==> config.mk <==
export PLATFORM = sky130hd
export DESIGN_NAME = fir_mac_sequencer
export DESIGN_NICKNAME = d
export VERILOG_FILES = /design/src/rtl/fir_mac_sequencer.sv
export SDC_FILE = /design/constraint.sdc
export NUM_CORES = 1
export LEC_CHECK = 0
export ABC_AREA = 1
export CORE_MARGIN = 4
export CORE_UTILIZATION = 30
export CTS_CLUSTER_DIAMETER = 150
export CTS_CLUSTER_SIZE = 25
export DETAILED_ROUTE_END_ITERATION = 6
export PLACE_DENSITY = 0.48
export SYNTH_ARGS = -nofsm -noshare
export SYNTH_HDL_FRONTEND = slang
export SYNTH_SLANG_ARGS = --single-unit
==> constraint.sdc <==
create_clock -name clk -period 9.4 [get_ports clk]
set_input_delay 1.41 -clock clk [delete_from_list [all_inputs] [get_ports clk]]
set_output_delay 1.41 -clock clk [all_outputs]
set_load 0.02 [all_outputs]
==> src/rtl/fir_mac_sequencer.sv <==
// fir_mac_sequencer: serial direct-form FIR built around one shared
// multiply-accumulate unit. It evaluates one tap per cycle. It owns the
// sample delay line and a programmable coefficient register file. Samples
// come in and results go out through valid/ready handshakes.
// Optional feature macro: FIR_FLUSH_EN adds a 'flush' input. In IDLE, flush
// clears the delay line and blocks sample acceptance for that cycle.
module fir_mac_sequencer #(
  parameter int DATA_W = 4,
  parameter int COEF_W = 4,
  parameter int TAPS   = 4,
  parameter int ACC_W  = DATA_W + COEF_W + $clog2(TAPS)
) (
  input  logic                     clk,
  input  logic                     rst,
`ifdef FIR_FLUSH_EN
  input  logic                     flush,
`endif
  input  logic [DATA_W-1:0]        x,
  input  logic                     in_valid,
  output logic                     in_ready,
  output logic [ACC_W-1:0]         q,
  output logic                     out_valid,
  input  logic                     out_ready,
  input  logic                     cfg_we,
  input  logic [$clog2(TAPS)-1:0]  cfg_addr,
  input  logic [COEF_W-1:0]        cfg_data,
  output logic                     cfg_err,
  output logic                     busy
);

  localparam int IDX_W = $clog2(TAPS);
  localparam logic [IDX_W-1:0] LAST_IDX = IDX_W'(TAPS - 1);

  localparam logic [1:0] ST_IDLE = 2'd0;
  localparam logic [1:0] ST_MAC  = 2'd1;
  localparam logic [1:0] ST_DONE = 2'd2;

  logic [1:0]        state_q, state_d;
  logic [DATA_W-1:0] d_q [TAPS];
  logic [DATA_W-1:0] d_d [TAPS];
  logic [COEF_W-1:0] c_q [TAPS];
  logic [COEF_W-1:0] c_d [TAPS];
  logic [ACC_W-1:0]  acc_q, acc_d;
  logic [IDX_W-1:0]  idx_q, idx_d;
  logic [ACC_W-1:0]  q_q, q_d;
  logic              out_valid_q, out_valid_d;
  logic              cfg_err_q, cfg_err_d;

  logic              flush_s;
  logic              in_ready_s;
  logic              accept_s;
  logic [ACC_W-1:0]  prod_s;
  logic [ACC_W-1:0]  sum_s;

`ifdef FIR_FLUSH_EN
  assign flush_s = flush;
`else
  assign flush_s = 1'b0;
`endif

  // Handshake qualification and the shared multiply-accumulate datapath.
  always_comb begin
    in_ready_s = (state_q == ST_IDLE) && !flush_s;
    accept_s   = in_valid && in_ready_s;
    prod_s     = ACC_W'(d_q[idx_q]) * ACC_W'(c_q[idx_q]);
    sum_s      = acc_q + prod_s;
  end

  // Next-state logic for the sequencer, delay line and coefficient file.
  always_comb begin
    state_d     = state_q;
    d_d         = d_q;
    c_d         = c_q;
    acc_d       = acc_q;
    idx_d       = idx_q;
    q_d         = q_q;
    out_valid_d = out_valid_q;
    // Writes outside IDLE are dropped and flagged on the next cycle.
    cfg_err_d   = cfg_we && (state_q != ST_IDLE);

    case (state_q)
      ST_IDLE: begin
        // A coefficient write lands before MAC starts, so it applies to a
        // sample accepted in the same cycle.
        if (cfg_we) begin
          c_d[cfg_addr] = cfg_data;
        end else begin
          c_d = c_q;
        end
        if (flush_s) begin
          for (int i = 0; i < TAPS; i++) begin
            d_d[i] = '0;
          end
        end else if (accept_s) begin
          d_d[0] = x;
          for (int i = 1; i < TAPS; i++) begin
            d_d[i] = d_q[i-1];
          end
          acc_d   = '0;
          idx_d   = '0;
          state_d = ST_MAC;
        end else begin
          state_d = ST_IDLE;
        end
      end
      ST_MAC: begin
        acc_d = sum_s;
        if (idx_q == LAST_IDX) begin
          q_d         = sum_s;
          out_valid_d = 1'b1;
          idx_d       = '0;
          state_d     = ST_DONE;
        end else begin
          idx_d = idx_q + IDX_W'(1);
        end
      end
      ST_DONE: begin
        if (out_ready) begin
          out_valid_d = 1'b0;
          state_d     = ST_IDLE;
        end else begin
          out_valid_d = 1'b1;
        end
      end
      default: begin
        state_d     = ST_IDLE;
        out_valid_d = 1'b0;
        idx_d       = '0;
      end
    endcase
  end

  // State registers with synchronous active-low reset; reset aborts any sample in flight.
  always_ff @(posedge clk) begin
    if (!rst) begin
      state_q     <= ST_IDLE;
      for (int i = 0; i < TAPS; i++) begin
        d_q[i] <= '0;
        c_q[i] <= COEF_W'(1);
      end
      acc_q       <= '0;
      idx_q       <= '0;
      q_q         <= '0;
      out_valid_q <= 1'b0;
      cfg_err_q   <= 1'b0;
    end else begin
      state_q     <= state_d;
      d_q         <= d_d;
      c_q         <= c_d;
      acc_q       <= acc_d;
      idx_q       <= idx_d;
      q_q         <= q_d;
      out_valid_q <= out_valid_d;
      cfg_err_q   <= cfg_err_d;
    end
  end

  assign in_ready  = in_ready_s;
  assign q         = q_q;
  assign out_valid = out_valid_q;
  assign cfg_err   = cfg_err_q;
  assign busy      = (state_q != ST_IDLE);

endmodule

==> results.txt <==
The run finished with clean final reports. The largest single stage delay on the critical path is 760 ps. Sorting the synthesized cells by area gives the leading types as dfxtp_1 (35%), nand2_1 (11%), nor2_1 (11%). Compared with the post-synthesis result, the final layout area differs by 16.8%. The power per cell area is 154 mW/mm2. The run gives 0 as the count of endpoints failing setup in the final report.

The final non-filler cell total is 639, and the number of max-cap violations is 0. The run gives 5.61 mm as the half-perimeter wire length after detailed placement. Sequential cells were found to cover 35.0% of the synthesized design area. For the placement row count, the log shows 38.

Dividing the detail-routed wire length by the instance count gives 12.0 um. The number of cells on the worst reg-to-reg path is 15. In this run the biggest area consumer among cell types represents 35.0% of the synthesized area. The antenna diode count was 0; the post-route fraction of the period consumed by the critical path was 46.4%. Clock latency on the worst-skew pair, taken at its later pin, is 360 ps. The flip-flop and latch count after synthesis is 58, and the final-report max-slew violation count is 0. For this configuration, the core starts out at a cell density of 30.6%. The slack of the worst reg-to-reg path was 5040 ps. For the synthesized net count, the log shows 514.

The mean number of vias per cell works out to 4.41. The logs give 0.0128 mm2 for the die area and 0.00387 mm2 for the total non-filler cell area in the finished layout. In this run the static leakage power is 1.75 nW. Global routing used 13.1% of the available tracks across all layers. Family with the most delay on the worst path: adder cells.

The tools report the number of nets in the final layout as 540. The mapped cell area was 0.00332 mm2; the post-synthesis area per instance was 7.08 um2. The total congestion overflow is 0, and the number of fill cells in the layout is 1195. Walking the worst path, the cells encountered are nand2_1, a32o_1, or2_1, fa_1, fa_1, fa_1, inv_1, ha_1, or2_2, nand3_1, nand3_1, nand2_1, nand2_1, nand2_1, inv_1.

Once layout is complete, the utilization of the core stands at 35.7%. After layout, the worst setup slack is 5040 ps. The minimum period implied by the final worst setup slack is 4360 ps, and the number of antenna violations at the first check in global routing is 0. Category of the critical setup timing path: flip-flop to flip-flop.

For this run, the leading register cell type out of synthesis is dfxtp_1. The logs give 2785 for the via count of the first global-routing pass and 13.3 mm for the first-pass GRT wire length. Clock-pin slew was measured on the worst setup and hold paths at 70 ps. Data on the critical path is required at its endpoint by 9660 ps. Setup repair after global routing left no endpoint under its margin. Transition at the pin with the smallest max-transition slack: 683 ps.

The most critical setup path has its startpoint at idx_q[0]. Timing would allow up to 0.229 GHz. The reg-to-reg startpoint was idx_q[0]. For the number of CTS-inserted buffers, the log shows 9. For the post-detailed-routing wire length, the log shows 7.66 mm. For the post-CTS setup buffer count, the log shows 0.

The run gives 14.2 ps as the final clock skew. Kind of end point of the critical path: a flip-flop. Port buffering added 28 buffers. The clock passes through at most 2 buffers.

On the critical path, the stage with the largest delay is an instance of dfxtp_1. The worst hold path cell count was 2. The startpoint of the tightest hold check path is acc_q[5]. The total of hold buffers inserted after clock tree synthesis was 0; the quantity of gates resized following cts was 0.

At the placement stage, the worst setup path has a slack of 5100 ps. Among the stages of the critical path, the cell type that occurs most often is nand2_1. The fraction of layout instances using a drive strength above 1 came out at 4.81%.

The capture endpoint of the worst hold path is acc_q[5]. In this run the critical register-to-register path is captured at q[8]. The fraction of registers with async set or reset after synthesis is 0%. The die extent in y works out to 113 um.

The largest net degree at the start of global routing was 45; the die outline width was 113 um. For this block, the initial DRC count from the detailed router was 123. The tools report the number of levels the H-tree was split into as 3. For the worst IR drop on VDD, the log shows 0.101 mV.

The min-delay analysis places its worst path in the category flip-flop to flip-flop. In this run the tightest slew margin relative to its limit is 54.4%. The post-route setup TNS is 0 ps. In the post-synthesis netlist, the cell with the most instances is nand2_1. The total number of vias came out at 2819. Once detail routing completed, the nets flagged for antenna violations numbered 0. Counting instances in the post-synthesis netlist gives the leading cell types as nand2_1 (97), nor2_1 (93), inv_1 (61). STA classifies the critical path startpoint as a flip-flop. The first TritonRoute pass finished after 5 iterations. The tree is rooted in a clkbuf_8. For the number of DRC violations after detailed routing, the log shows 0.

dfxtp_1 takes more of the synthesized area than any other cell. The area inside the core boundary was 0.0108 mm2; the total of warnings raised by yosys was 0. During I/O placement, the number of pins put on the boundary was 29. The synthesized netlist contains 24 unique library cells. Data on the critical path arrives at its endpoint at 4620 ps. The logs give 468 for the number of standard cells after synthesis and 0 for the final count of hold timing violations.

Along the worst path, the maximum fanout reaches 19. The global placement routability congestion is 0.807. The clock drives 58 sinks.

The run gives 623 as the cell count after placement. Together, buffers and inverters on the worst path number 2. Counting flops with a built-in enable in the synthesized netlist gives 0.

Summing all placed instances gives a cell area of 0.00368 mm2. TritonCTS built the clock tree.
final cells by class:
cell class	count	area [um2]	area share, %
multi-input combinational	332	1810	46.7
tap	140	175	4.52
sequential	58	1160	30.0
clock inverter	5	53.8	1.39
timing repair buffer	29	288	7.43
inverter	64	245	6.33
clock buffer	11	141	3.65
worst max path at each step:
stage / end / slack [ps] / depth (start not counted)
6_report: q[8] / 5040 / 15
5_1_grt: q[6] / 4690 / 16
4_1_cts: q[8] / 5030 / 15
3_5_place_dp: q[8] / 5100 / 15
3_3_place_gp: q[8] / 5160 / 15
2_1_floorplan: q[8] / 5590 / 18
cell usage in the layout, fill, tap and decap left out, drive strengths merged, types with 2 or more instances in the layout:
cell type      netlist  final
nand2               97     97
nor2                93     93
inv                 61     61
dfxtp               58     58
o21ai               37     37
a21oi               31     31
clkdlybuf4s50        0     28
ha                  22     22
nand3               17     17
clkbuf               7     11
fa                   9      9
a32o                 8      8
or2                  8      8
clkinv               3      7
nor3                 4      4
nand3b               2      2
o211ai               2      2
cell families after synthesis:
logic type	count (synthesis)	share of synthesized area (%)
AOI/OAI and AO/OA	79	13.3
buffers and inverters	78	10.4
DFF	58	35.0
and+or+nand+nor	221	27.2
adders and majority gates	31	13.7
xor gates and xnor gates	1	0.264
power by group:
| part | internal, mW | total [mW] | switching [mW] |
|---|---|---|---|
| registers | 0.258 | 0.269 | 0.0108 |
| logic | 0.0345 | 0.0902 | 0.0557 |
| clock network | 0.129 | 0.237 | 0.108 |
layer usage:
layer / wire (um) / track usage (%)
met1: 4040 / 17.7
met2: 3270 / 19.5
met3: 247 / 4.87
met4: 104 / 4.09
met5: 0 / 0
worst reg2reg max path, stage by stage, from the launching register on:
cell     delay [ps]
dfxtp_1         760
nand2_1         150
a32o_1          330
or2_1           250
fa_1            530
fa_1            530
fa_1            530
inv_1            50
ha_1            360
or2_2           320
nand3_1         110
nand3_1         100
nand2_1          90
nand2_1          50
nand2_1          70
inv_1            30
registers in the layout, indices dropped and copies added, names as in the netlist:
register   flops
cfg_err        1
d_q           16
out_valid      1
q             10
state_q        2
idx_q          2
acc_q         10
c_q           16
stage by stage:
step | total power [mW] | hold WS (ps)
2_1_floorplan | 0.340 | 429
5_1_grt | 0.635 | 494
6_report | 0.596 | 468
4_1_cts | 0.605 | 471
3_3_place_gp | 0.364 | 453
3_5_place_dp | 0.364 | 460
Note: power is estimated with default switching activity, not from simulation.
